<file path="src/rtl/fractal_pkg.sv">
// Shared constants for the fractal coefficient path: word/beat geometry,
// packer FSM state encoding and a beat-position helper.
package fractal_pkg;

  localparam int COEFF_W         = 128;
  localparam int BEAT_W          = 32;
  localparam int BEATS_PER_COEFF = COEFF_W / BEAT_W;

  // Packer FSM encoding (kept as plain constants for legacy tooling)
  localparam logic [0:0] ST_IDLE   = 1'b0;
  localparam logic [0:0] ST_STREAM = 1'b1;

  // Right-shift that brings beat 'beat_idx' (0 = most significant) to bit 0.
  function automatic int beat_shift(input int beat_idx, input int beat_w);
    return COEFF_W - beat_w * (beat_idx + 1);
  endfunction

endpackage

</file>
<file path="src/rtl/coeff_stream_packer_if.sv">
// Coefficient capture port plus the valid/ready beat stream of the packer.
// master = the packer, slave = encoder/sink side.
interface coeff_stream_packer_if #(
  parameter int COEFF_W = fractal_pkg::COEFF_W,
  parameter int BEAT_W  = fractal_pkg::BEAT_W
);

  logic [COEFF_W-1:0] coeff_in;
  logic               coeff_valid;
  logic [BEAT_W-1:0]  m_data;
  logic               m_valid;
  logic               m_ready;
  logic               m_last;

  modport master (
    input  coeff_in, coeff_valid, m_ready,
    output m_data, m_valid, m_last
  );

  modport slave (
    output coeff_in, coeff_valid, m_ready,
    input  m_data, m_valid, m_last
  );

endinterface

</file>
<file path="src/rtl/coeff_fifo.sv">
// Synchronous first-word-fall-through FIFO with a registered head output.
// head_nxt is the value rd_data will hold after this edge, so a consumer that
// registers its own output can load the new head without a bubble.
module coeff_fifo #(
  parameter int DEPTH = 4,
  parameter int WIDTH = 128
) (
  input  logic                       clk,
  input  logic                       rst,
  input  logic                       push,
  input  logic [WIDTH-1:0]           wr_data,
  input  logic                       pop,
  output logic [WIDTH-1:0]           rd_data,
  output logic [WIDTH-1:0]           head_nxt,
  output logic [$clog2(DEPTH+1)-1:0] level,
  output logic                       full,
  output logic                       empty
);

  localparam int PTR_W = $clog2(DEPTH);
  localparam int LVL_W = $clog2(DEPTH+1);

  logic [WIDTH-1:0] mem_r [DEPTH];
  logic [PTR_W-1:0] wr_ptr_r;
  logic [PTR_W-1:0] rd_ptr_r;
  logic [PTR_W-1:0] rd_ptr_inc_s;
  logic [LVL_W-1:0] count_r;
  logic [WIDTH-1:0] rd_data_r;
  logic [WIDTH-1:0] head_nxt_s;
  logic             full_s;
  logic             empty_s;
  logic             wr_en_s;
  logic             rd_en_s;

  assign full_s   = (count_r == LVL_W'(DEPTH));
  assign empty_s  = (count_r == {LVL_W{1'b0}});
  assign full     = full_s;
  assign empty    = empty_s;
  assign level    = count_r;
  assign rd_data  = rd_data_r;
  assign head_nxt = head_nxt_s;

  // Qualify requests: a write into a full FIFO is only legal alongside a pop.
  always_comb begin
    wr_en_s      = push & (~full_s | pop);
    rd_en_s      = pop & ~empty_s;
    rd_ptr_inc_s = rd_ptr_r + PTR_W'(1);
  end

  // Head after this edge, bypassing the write data when it becomes the head.
  always_comb begin
    head_nxt_s = mem_r[rd_ptr_r];
    if (rd_en_s) begin
      if (count_r == LVL_W'(1)) begin
        head_nxt_s = wr_data;
      end else begin
        head_nxt_s = mem_r[rd_ptr_inc_s];
      end
    end else if (empty_s) begin
      head_nxt_s = wr_data;
    end else begin
      head_nxt_s = mem_r[rd_ptr_r];
    end
  end

  // Storage array write port (no reset needed on payload).
  always_ff @(posedge clk) begin
    if (wr_en_s) begin
      mem_r[wr_ptr_r] <= wr_data;
    end
  end

  // Pointers, occupancy and registered head.
  always_ff @(posedge clk or posedge rst) begin
    if (rst) begin
      wr_ptr_r  <= {PTR_W{1'b0}};
      rd_ptr_r  <= {PTR_W{1'b0}};
      count_r   <= {LVL_W{1'b0}};
      rd_data_r <= {WIDTH{1'b0}};
    end else begin
      if (wr_en_s) begin
        wr_ptr_r <= wr_ptr_r + PTR_W'(1);
      end
      if (rd_en_s) begin
        rd_ptr_r <= rd_ptr_inc_s;
      end
      case ({wr_en_s, rd_en_s})
        2'b10:   count_r <= count_r + LVL_W'(1);
        2'b01:   count_r <= count_r - LVL_W'(1);
        default: count_r <= count_r;
      endcase
      rd_data_r <= head_nxt_s;
    end
  end

endmodule

</file>
<file path="src/rtl/coeff_stream_packer.sv">
// Captures 128-bit fractal coefficients on a single-cycle valid pulse, buffers
// them and serialises each as MSB-first beats on a valid/ready stream.
// The producer cannot be stalled, so words arriving on a full buffer are
// dropped and reported through a sticky flag and a saturating counter.
module coeff_stream_packer import fractal_pkg::*; #(
  parameter int DEPTH  = 4,
  parameter int BEAT_W = fractal_pkg::BEAT_W,
  parameter int CNT_W  = 16
) (
  input  logic                       clk,
  input  logic                       rst,
  coeff_stream_packer_if.master      bus,
  output logic [$clog2(DEPTH+1)-1:0] fifo_level,
  output logic                       overflow,
  output logic [CNT_W-1:0]           drop_count,
  input  logic                       clr_status
);

  localparam int BEATS      = COEFF_W / BEAT_W;
  localparam int BEAT_IDX_W = (BEATS > 1) ? $clog2(BEATS) : 1;
  localparam int LVL_W      = $clog2(DEPTH+1);

  logic [0:0]            state_r;
  logic [BEAT_IDX_W-1:0] beat_r;
  logic [BEAT_IDX_W-1:0] beat_inc_s;
  logic [BEAT_W-1:0]     m_data_r;
  logic                  m_valid_r;
  logic                  m_last_r;
  logic                  overflow_r;
  logic [CNT_W-1:0]      drop_cnt_r;

  logic                  hs_s;
  logic                  pop_s;
  logic                  push_ok_s;
  logic                  drop_s;
  logic                  remain_s;
  logic [BEAT_W-1:0]     first_slice_s;
  logic [BEAT_W-1:0]     next_slice_s;

  logic [COEFF_W-1:0]    fifo_rd_data_s;
  logic [COEFF_W-1:0]    fifo_head_nxt_s;
  logic [LVL_W-1:0]      fifo_level_s;
  logic                  fifo_full_s;
  logic                  fifo_empty_s;

  coeff_fifo #(
    .DEPTH (DEPTH),
    .WIDTH (COEFF_W)
  ) u_fifo (
    .clk      (clk),
    .rst      (rst),
    .push     (push_ok_s),
    .wr_data  (bus.coeff_in),
    .pop      (pop_s),
    .rd_data  (fifo_rd_data_s),
    .head_nxt (fifo_head_nxt_s),
    .level    (fifo_level_s),
    .full     (fifo_full_s),
    .empty    (fifo_empty_s)
  );

  assign bus.m_data  = m_data_r;
  assign bus.m_valid = m_valid_r;
  assign bus.m_last  = m_last_r;
  assign fifo_level  = fifo_level_s;
  assign overflow    = overflow_r;
  assign drop_count  = drop_cnt_r;

  // Handshake decode: an entry is freed only when its last beat is taken, and
  // that same cycle makes room for a push arriving on a full buffer.
  always_comb begin
    hs_s          = m_valid_r & bus.m_ready;
    pop_s         = hs_s & m_last_r;
    push_ok_s     = bus.coeff_valid & (~fifo_full_s | pop_s);
    drop_s        = bus.coeff_valid & ~push_ok_s;
    remain_s      = (fifo_level_s > LVL_W'(1)) | push_ok_s;
    beat_inc_s    = beat_r + BEAT_IDX_W'(1);
    first_slice_s = fifo_head_nxt_s[COEFF_W-1 -: BEAT_W];
    next_slice_s  = BEAT_W'(fifo_rd_data_s >> beat_shift(int'(beat_inc_s), BEAT_W));
  end

  // Beat FSM: registered stream outputs, held stable while stalled.
  always_ff @(posedge clk or posedge rst) begin
    if (rst) begin
      state_r   <= ST_IDLE;
      beat_r    <= {BEAT_IDX_W{1'b0}};
      m_data_r  <= {BEAT_W{1'b0}};
      m_valid_r <= 1'b0;
      m_last_r  <= 1'b0;
    end else begin
      case (state_r)
        ST_IDLE: begin
          if (!fifo_empty_s || push_ok_s) begin
            state_r   <= ST_STREAM;
            beat_r    <= {BEAT_IDX_W{1'b0}};
            m_data_r  <= first_slice_s;
            m_valid_r <= 1'b1;
            m_last_r  <= (BEATS == 1);
          end else begin
            m_data_r  <= {BEAT_W{1'b0}};
            m_valid_r <= 1'b0;
            m_last_r  <= 1'b0;
          end
        end
        ST_STREAM: begin
          if (hs_s) begin
            if (m_last_r) begin
              beat_r <= {BEAT_IDX_W{1'b0}};
              if (remain_s) begin
                // Next entry follows directly, no bubble.
                m_data_r  <= first_slice_s;
                m_valid_r <= 1'b1;
                m_last_r  <= (BEATS == 1);
              end else begin
                state_r   <= ST_IDLE;
                m_data_r  <= {BEAT_W{1'b0}};
                m_valid_r <= 1'b0;
                m_last_r  <= 1'b0;
              end
            end else begin
              beat_r   <= beat_inc_s;
              m_data_r <= next_slice_s;
              m_last_r <= (beat_inc_s == BEAT_IDX_W'(BEATS-1));
            end
          end
        end
        default: begin
          state_r   <= ST_IDLE;
          beat_r    <= {BEAT_IDX_W{1'b0}};
          m_data_r  <= {BEAT_W{1'b0}};
          m_valid_r <= 1'b0;
          m_last_r  <= 1'b0;
        end
      endcase
    end
  end

  // Drop status: a drop in the same cycle as a clear wins and counts as one.
  always_ff @(posedge clk or posedge rst) begin
    if (rst) begin
      overflow_r <= 1'b0;
      drop_cnt_r <= {CNT_W{1'b0}};
    end else if (drop_s) begin
      overflow_r <= 1'b1;
      if (clr_status) begin
        drop_cnt_r <= CNT_W'(1);
      end else if (drop_cnt_r != {CNT_W{1'b1}}) begin
        drop_cnt_r <= drop_cnt_r + CNT_W'(1);
      end
    end else if (clr_status) begin
      overflow_r <= 1'b0;
      drop_cnt_r <= {CNT_W{1'b0}};
    end
  end

endmodule

</file>
<file path="src/flat_wrapper.sv">
// flat-port wrapper written by rule: the top's interface ports become plain ports
module coeff_stream_packer_flat import fractal_pkg::*;
#(
  parameter int DEPTH  = 4,
  parameter int BEAT_W = fractal_pkg::BEAT_W,
  parameter int CNT_W  = 16
)
  (clk, rst, fifo_level, overflow, drop_count, clr_status, bus_coeff_in, bus_coeff_valid, bus_m_ready, bus_m_data, bus_m_valid, bus_m_last);
  coeff_stream_packer_if #(.COEFF_W(COEFF_W), .BEAT_W(BEAT_W)) bus_i ();
  input  logic clk;
  input  logic rst;
  output logic [$clog2(DEPTH+1)-1:0] fifo_level;
  output logic overflow;
  output logic [CNT_W-1:0] drop_count;
  input  logic clr_status;
  input wire logic [$bits(bus_i.coeff_in)-1:0] bus_coeff_in;
  input wire logic [$bits(bus_i.coeff_valid)-1:0] bus_coeff_valid;
  input wire logic [$bits(bus_i.m_ready)-1:0] bus_m_ready;
  output wire logic [$bits(bus_i.m_data)-1:0] bus_m_data;
  output wire logic [$bits(bus_i.m_valid)-1:0] bus_m_valid;
  output wire logic [$bits(bus_i.m_last)-1:0] bus_m_last;
  assign bus_i.coeff_in = bus_coeff_in;
  assign bus_i.coeff_valid = bus_coeff_valid;
  assign bus_i.m_ready = bus_m_ready;
  assign bus_m_data = bus_i.m_data;
  assign bus_m_valid = bus_i.m_valid;
  assign bus_m_last = bus_i.m_last;
  coeff_stream_packer #(.DEPTH(DEPTH), .BEAT_W(BEAT_W), .CNT_W(CNT_W)) u_core (.clk(clk), .rst(rst), .bus(bus_i), .fifo_level(fifo_level), .overflow(overflow), .drop_count(drop_count), .clr_status(clr_status));
endmodule
</file>
<file path="config.mk">
export PLATFORM = sky130hd
export DESIGN_NAME = coeff_stream_packer_flat
export DESIGN_NICKNAME = d
export VERILOG_FILES = /design/src/rtl/fractal_pkg.sv /design/src/rtl/coeff_stream_packer_if.sv /design/src/rtl/coeff_fifo.sv /design/src/rtl/coeff_stream_packer.sv /design/src/flat_wrapper.sv
export SDC_FILE = /design/constraint.sdc
export NUM_CORES = 1
export LEC_CHECK = 0
export BUFFER_PORTS_ARGS = -buffer_cell sky130_fd_sc_hd__clkbuf_2
export CAP_MARGIN = 20
export CORE_MARGIN = 2
export CORE_UTILIZATION = 30
export CTS_CLUSTER_SIZE = 14
export DETAILED_ROUTE_END_ITERATION = 7
export PLACE_DENSITY = 0.51
export SYNTH_ARGS = -nofsm -noshare
export SYNTH_HDL_FRONTEND = slang
export SYNTH_HIERARCHICAL = 1
export SYNTH_SLANG_ARGS = --single-unit
</file>
<file path="constraint.sdc">
create_clock -name clk -period 12.5 [get_ports clk]
set_clock_uncertainty 0.15 [all_clocks]
set_input_delay 1.875 -clock clk [delete_from_list [all_inputs] [get_ports clk]]
set_output_delay 1.875 -clock clk [all_outputs]
set_load 0.1 [all_outputs]
</file>
# [After elaboration in Yosys (flattened, before gate mapping)]
# Memories as Yosys holds them, arrays and structs flattened.
# Index checks and enable logic that the tools add are counted.
# Widths: inputs -> output; s select.
[word_totals] mem_count=1 ff_bits=189 romBits=0 out_inout_bits=54 word_cells=84 input_bits=133 ramBits=512 latchBits=0
[op_classes] n_reduce_logical=9 div=0 bitwise=12 muxes=32 magnitude_cmp=1 n_mul=0 add_sub_neg=8 shift=1 n_eq_ne=9
[memory_table] name="u_core.u_fifo.mem_r" words=4 width=128 rd=2 rd_clocked_by_memory_dff=0 wr=1 line_no="coeff_fifo.sv:23" rtl="logic [WIDTH-1:0] mem_r [DEPTH];"
[op_table] operator="$mux 128" n=3
[op_table] operator="$mux 32" n=4
[op_table] operator="$shr 128x32->32" n=1
[op_table] operator="$mux 16" n=4
[op_table] operator="$pmux 32 s2" n=1
[op_table] operator="$sub 9x32->32 const A" n=1
[op_table] operator="$add 16x1->16 const B" n=1
[op_table] operator="$ne 16x16->1 const B" n=1
[op_table] operator="$mux 1" n=12
[op_table] operator="$add 2x1->2 const B" n=3
[op_table] operator="$and 1x1->1" n=6
[op_table] operator="$mux 2" n=3
[op_table] operator="$pmux 1 s2" n=3
[op_table] operator="$pmux 3 s2" n=1
[op_table] operator="$reduce_and 2->1" n=3
[op_table] operator="$reduce_bool 2->1" n=3
[op_table] operator="$eq 2x2->1 const B" n=2
[op_table] operator="$ne 2x2->1 const B" n=2
[op_table] operator="$not 1->1" n=4
[op_table] operator="$pmux 2 s2" n=1
[op_table] operator="$add 2x1->3 const B" n=1
[op_table] operator="$add 3x1->3 const B" n=1
[op_table] operator="$eq 3x1->1 const B" n=1
[op_table] operator="$eq 3x3->1 const B" n=1
[op_table] operator="8 further kinds" n=9

# [Logic depth before layout (Yosys ltp)]
[logic_depth] word_depth=9 depth_mapped=12

# [Hierarchy]
# Netlist, hierarchy kept.
[by_module_without_submodules] module="coeff_fifo" cells_per_inst=1577 n_inst=1 area_each_um2=28061.9
[by_module_without_submodules] module="coeff_stream_packer" cells_per_inst=376 n_inst=1 area_each_um2=3664.8

# [Least setup slack after synthesis]
# OpenSTA, ideal clock, no wires.
[synth_path] kind="in2reg" startpoint="input bus_m_ready" endpoint="memory u_core.u_fifo.mem_r[0][0] (enable)" slack_ps=5864 path_buffers=1 path_stages=5 required_time_ps=11847 setup_ps=503 t_arrival_ps=5983 cell_sequence="nand3_1 -> a21boi_1 -> clkbuf_1 -> o21a_1 -> and2_1"
[synth_between] elab_chain_cells=7
[synth_rtl] item="start: declaration" line_no="flat_wrapper.sv:18" rtl="input wire logic [$bits(bus_i.m_ready)-1:0] bus_m_ready;"
[synth_rtl] item="$and 1x1->1" line_no="coeff_stream_packer.sv:72" rtl="hs_s = m_valid_r & bus.m_ready;"
[synth_rtl] item="$and 1x1->1" line_no="coeff_stream_packer.sv:73" rtl="pop_s = hs_s & m_last_r;"
[synth_rtl] item="$or 1x1->1" line_no="coeff_stream_packer.sv:74" rtl="push_ok_s = bus.coeff_valid & (~fifo_full_s | pop_s);"
[synth_rtl] item="$and 1x1->1" line_no="coeff_stream_packer.sv:74"
[synth_rtl] item="named net u_core.push_ok_s" line_no="coeff_stream_packer.sv:34" rtl="logic push_ok_s;"
[synth_rtl] item="$and 1x1->1" line_no="coeff_fifo.sv:45" rtl="wr_en_s = push & (~full_s | pop);"
[synth_rtl] item="$mux 1" line_no="coeff_fifo.sv:68" rtl="if (wr_en_s) begin"
[synth_rtl] item="$mux 1 (implied by the code)" line_no="coeff_fifo.sv:69" rtl="mem_r[wr_ptr_r] <= wr_data;"
[synth_rtl] item="end: declaration" line_no="coeff_fifo.sv:23"
# The timed path passes the listed nets, and every way through them passes these cells.

# [Worst setup path in the final report]
[layout_path] startpoint="input bus_m_ready" endpoint="memory u_core.u_fifo.mem_r[0][51] (enable)"
[layout_between] elab_chain_cells=7
[layout_rtl] item="$and 1x1->1 *" line_no="coeff_stream_packer.sv:72"
[layout_rtl] item="$and 1x1->1 *" line_no="coeff_stream_packer.sv:73"
[layout_rtl] item="$or 1x1->1 *" line_no="coeff_fifo.sv:45, coeff_stream_packer.sv:74"
[layout_rtl] item="$and 1x1->1" line_no="coeff_stream_packer.sv:74"
[layout_rtl] item="$and 1x1->1 *" line_no="coeff_fifo.sv:45"
[layout_rtl] item="$mux 1 *" line_no="coeff_fifo.sv:68"
[layout_rtl] item="$mux 1 (implied by the code) *" line_no="coeff_fifo.sv:69"
# Mark *: on every way between the ends. The rest lies on a longest branch, timed or not.

==> qor.yml <==
rsz0062_at_grt: "no"
cp-start-kind: "primary input"
crit_required_ps: 12590
dp_cells: 3409
avgSynthCellArea_um2: 16.2
switching_power_mw: 4.13
fin_util_pct: 34.5
n_fill_cell: 10200
area_growth_syn_to_layout_pct: 14.5
synth_edf_count: 512
crit-reg2reg-capture: "u_core/u_fifo/rd_data[25]"
ys.flop_type: "edfxtp_1"
dr.first_iter.drc_count: 1433
synthArstFlopShare_pct: 27.0
ctsResizeCount: 0
grt_usage_pct: 17.0
seq_area_frac_synth_pct: 63.4
place.detailed.hpwl_um: 57000
cts_made_buffers: 81
max_freq_mhz: 186
cp_max_fo: 47
swShare_pct: 40.0
post-cts-setup-buffers: 0
routabilityCongestion: 0.795
worst-endpoint-arrival_ps: 5470
ant_nets: 0
final_cells: 3562
hold_viol: 0
hold_start: "u_core/overflow"
die_w_um: 329
slew_headroom_pct: 21.9
status: "complete, no violations"
avgRoutedWirePerCell_um: 26.3
intPower_mw: 6.21
clkTransAtPathRegs_ps: 60
grt_start_max_net_pins: 129
hold_depth: 1
grt_overflow: 0
drc: 0
finalWirelength_um: 93700
htree_levels: 3
crit_type: "in2reg"
root_buffer: "clkbuf_16"
cts_tree: "done"
synth_seq_cells: 701
drv_slew: 0
hold_class: "reg2reg"
cts_max_path_buffers: 3
timing.setup.tns_ps: 0
seqPwrFrac_pct: 35.5
post-route-min-period_ps: 5380
cap_violations: 0
synth_cells: 1953
core_area_um2: 105000
synthesis.area_um2: 31700
cts.hold.buffers_added: 0
die_area_um2: 108000
irDropWorstVdd_v: 0.000227
worst_pin_slew_ps: 1170
finalSetupViolCount: 0
cp-end-kind: "flop"
fin_crit_sh_pct: 43.0
synth_nets: 2097
via_per_inst: 5.18
nets: 2247
die_h_um: 329
layout-drive-gt1-share_pct: 24.0
start_util_pct: 30.2
grt_antenna_before_repair: 15
row_count: 119
cts_sinks: 701
pwr-share-clk_pct: 22.8
finalInstanceArea_um2: 36300
io_buffer_count: 186
combPwrFrac_pct: 41.7
rr_startpoint: "u_core/u_fifo/rd_ptr_r[1]"
p_leak_nw: 13.3
grt_pass1_vias: 18700
grt_pass1_wl_um: 134000
drt-pass1-iter-count: 5
hold-path-endpoint: "u_core/overflow"
dpl_cell_area_um2: 33600
vias: 18500
ys_warn_count: 6
powerDensity_nw_per_um2: 285
clk_latency_ps: 630
r2r_slack_ps: 7620
pin_count: 187
synth_cell_types: 66
reg2reg_depth: 7
## cells in the final DEF (no fill, tap or decap), types with 5 or more instances in the layout
cell type and instances:
mux2i_1 543, edfxtp_1 512, clkbuf_2 187, dfrtp_1 186
a22oi_2 100, o221a_1 85, clkbuf_16 83, o221a_2 42
nor2_1 39, a31oi_1 33, o211ai_1 32, nand2_1 29
buf_4 27, a22oi_1 27, clkbuf_1 20, mux4_2 17
o22a_1 16, clkinv_2 14, inv_1 11, ha_1 11
clkinv_1 10, nand3_1 10, a21oi_1 10, bufinv_16 8
o21ai_0 7, or4_1 6, inv_6 5, clkinvlp_4 5
nor2b_1 5
## worst max path at each step
stage | start | end | slack (ps) | cells past startpoint
after detailed placement | bus_m_ready | u_core/u_fifo/mem_r[1][85] | 6430 | 8
after global placement | bus_m_ready | u_core/u_fifo/mem_r[2][58] | 6480 | 8
final | bus_m_ready | u_core/u_fifo/mem_r[0][51] | 7120 | 8
after global routing | bus_m_ready | u_core/u_fifo/mem_r[1][83] | 6890 | 8
after CTS | bus_m_ready | u_core/u_fifo/mem_r[1][91] | 7100 | 8
after floorplan | bus_m_ready | u_core/u_fifo/mem_r[0][0] | 5860 | 5
## area by class of cell
cell class / instances / area (um2) / area share (%)
Sequential cell: 701 / 20100 / 55.4
Multi-Input combinational cell: 1088 / 10500 / 29.0
Clock buffer: 107 / 2210 / 6.08
Tap cell: 1391 / 1740 / 4.79
Timing Repair Buffer: 218 / 1230 / 3.38
Clock inverter: 43 / 438 / 1.21
Inverter: 13 / 53.8 / 0.148
Antenna cell: 1 / 2.50 / 0.00689
## Yosys cell counts (4+ instances only)
| cell type | instances | share of area (%) |
|---|---|---|
| nor2_1 | 39 | 0.46 |
| a31oi_1 | 33 | 0.65 |
| nand3_1 | 10 | 0.16 |
| o221a_2 | 42 | 1.5 |
| edfxtp_1 | 512 | 48 |
| buf_4 | 34 | 0.80 |
| a22oi_1 | 27 | 0.64 |
| or4_1 | 6 | 0.14 |
| clkbuf_4 | 9 | 0.21 |
| o22a_1 | 16 | 0.44 |
| nor4_1 | 4 | 0.079 |
| nand2_1 | 31 | 0.37 |
| ha_1 | 11 | 0.43 |
| nand4_1 | 4 | 0.079 |
| o31ai_1 | 4 | 0.095 |
| inv_1 | 13 | 0.15 |
| o221a_1 | 85 | 3.0 |
| nor2b_1 | 6 | 0.12 |
| buf_6 | 14 | 0.50 |
| buf_12 | 10 | 0.63 |
| o211ai_1 | 32 | 0.76 |
| clkbuf_1 | 28 | 0.33 |
| o21a_1 | 4 | 0.095 |
| xnor2_1 | 4 | 0.11 |
| and2_1 | 6 | 0.12 |
| mux4_2 | 17 | 1.2 |
| buf_2 | 52 | 0.82 |
| a22oi_2 | 100 | 3.9 |
| o21ai_0 | 7 | 0.11 |
| mux2i_1 | 543 | 17 |
| dfrtp_1 | 189 | 15 |
| a21oi_1 | 10 | 0.16 |
## kinds of logic (layout without fill, tap and decap cells)
kind of cell	Yosys count	in the layout	share of synthesized area, %
AO/OA/AOI/OAI	379	379	11.9
XOR/XNOR	6	6	0.166
adder cells (fa/ha/maj)	11	11	0.434
buffers and inverters	164	381	3.57
flip-flops	701	701	63.4
multiplexers	562	562	18.4
other	0	1	0
AND/OR/NAND/NOR	130	130	2.15
## state kept, by name, summed over array words and instances, names as in the netlist
| signal | flops |
|---|---|
| u_core/u_fifo/wr_ptr_r | 2 |
| u_core/bus.m_valid | 1 |
| u_core/drop_count | 16 |
| u_core/state_r | 1 |
| u_core/bus.m_last | 1 |
| u_core/overflow | 1 |
| u_core/u_fifo/level | 3 |
| u_core/u_fifo/rd_ptr_r | 2 |
| u_core/u_fifo/rd_data | 128 |
| u_core/bus.m_data | 32 |
| u_core/beat_r | 2 |
| u_core/u_fifo/mem_r | 512 |
## layer usage
| layer | track usage (%) | part of all wire [%] | vias up | routed length [um] |
|---|---|---|---|---|
| li1 | - | - | 8172 | - |
| met2 | 27.6 | 48 | 503 | 44700 |
| met4 | 4.11 | 2.1 | 6 | 2010 |
| met1 | 23.5 | 45 | 9674 | 42200 |
| met3 | 3.01 | 5.0 | 111 | 4700 |
| met5 | 0 | 0.040 | - | 37 |
## worst max-delay path, cell delays in order
cell and delay [ps]:
clkbuf_2 130, nand3_1 180, a21boi_4 190, buf_4 460, o21a_1 390, and2_4 760
buf_4 660, buf_4 690
## power groups by stage
stage / sequential (mW) / clock, mW / combinational (mW)
floorplan: 3.87 / 0 / 3.04
global placement: 3.70 / 0 / 4.27
detailed placement: 3.72 / 0 / 4.34
CTS: 3.68 / 2.42 / 4.35
global route: 3.72 / 2.51 / 4.59
finish: 3.67 / 2.36 / 4.31
## through the flow
step | total power [mW] | hold slack, ps | setup WS (ps)
after CTS | 10.5 | 333 | 7100
final | 10.3 | 327 | 7120
after global placement | 7.97 | 318 | 6480
after detailed placement | 8.06 | 320 | 6430
after floorplan | 6.91 | 352 | 5860
after global routing | 10.8 | 363 | 6890
(Power assumes the default switching activity.)
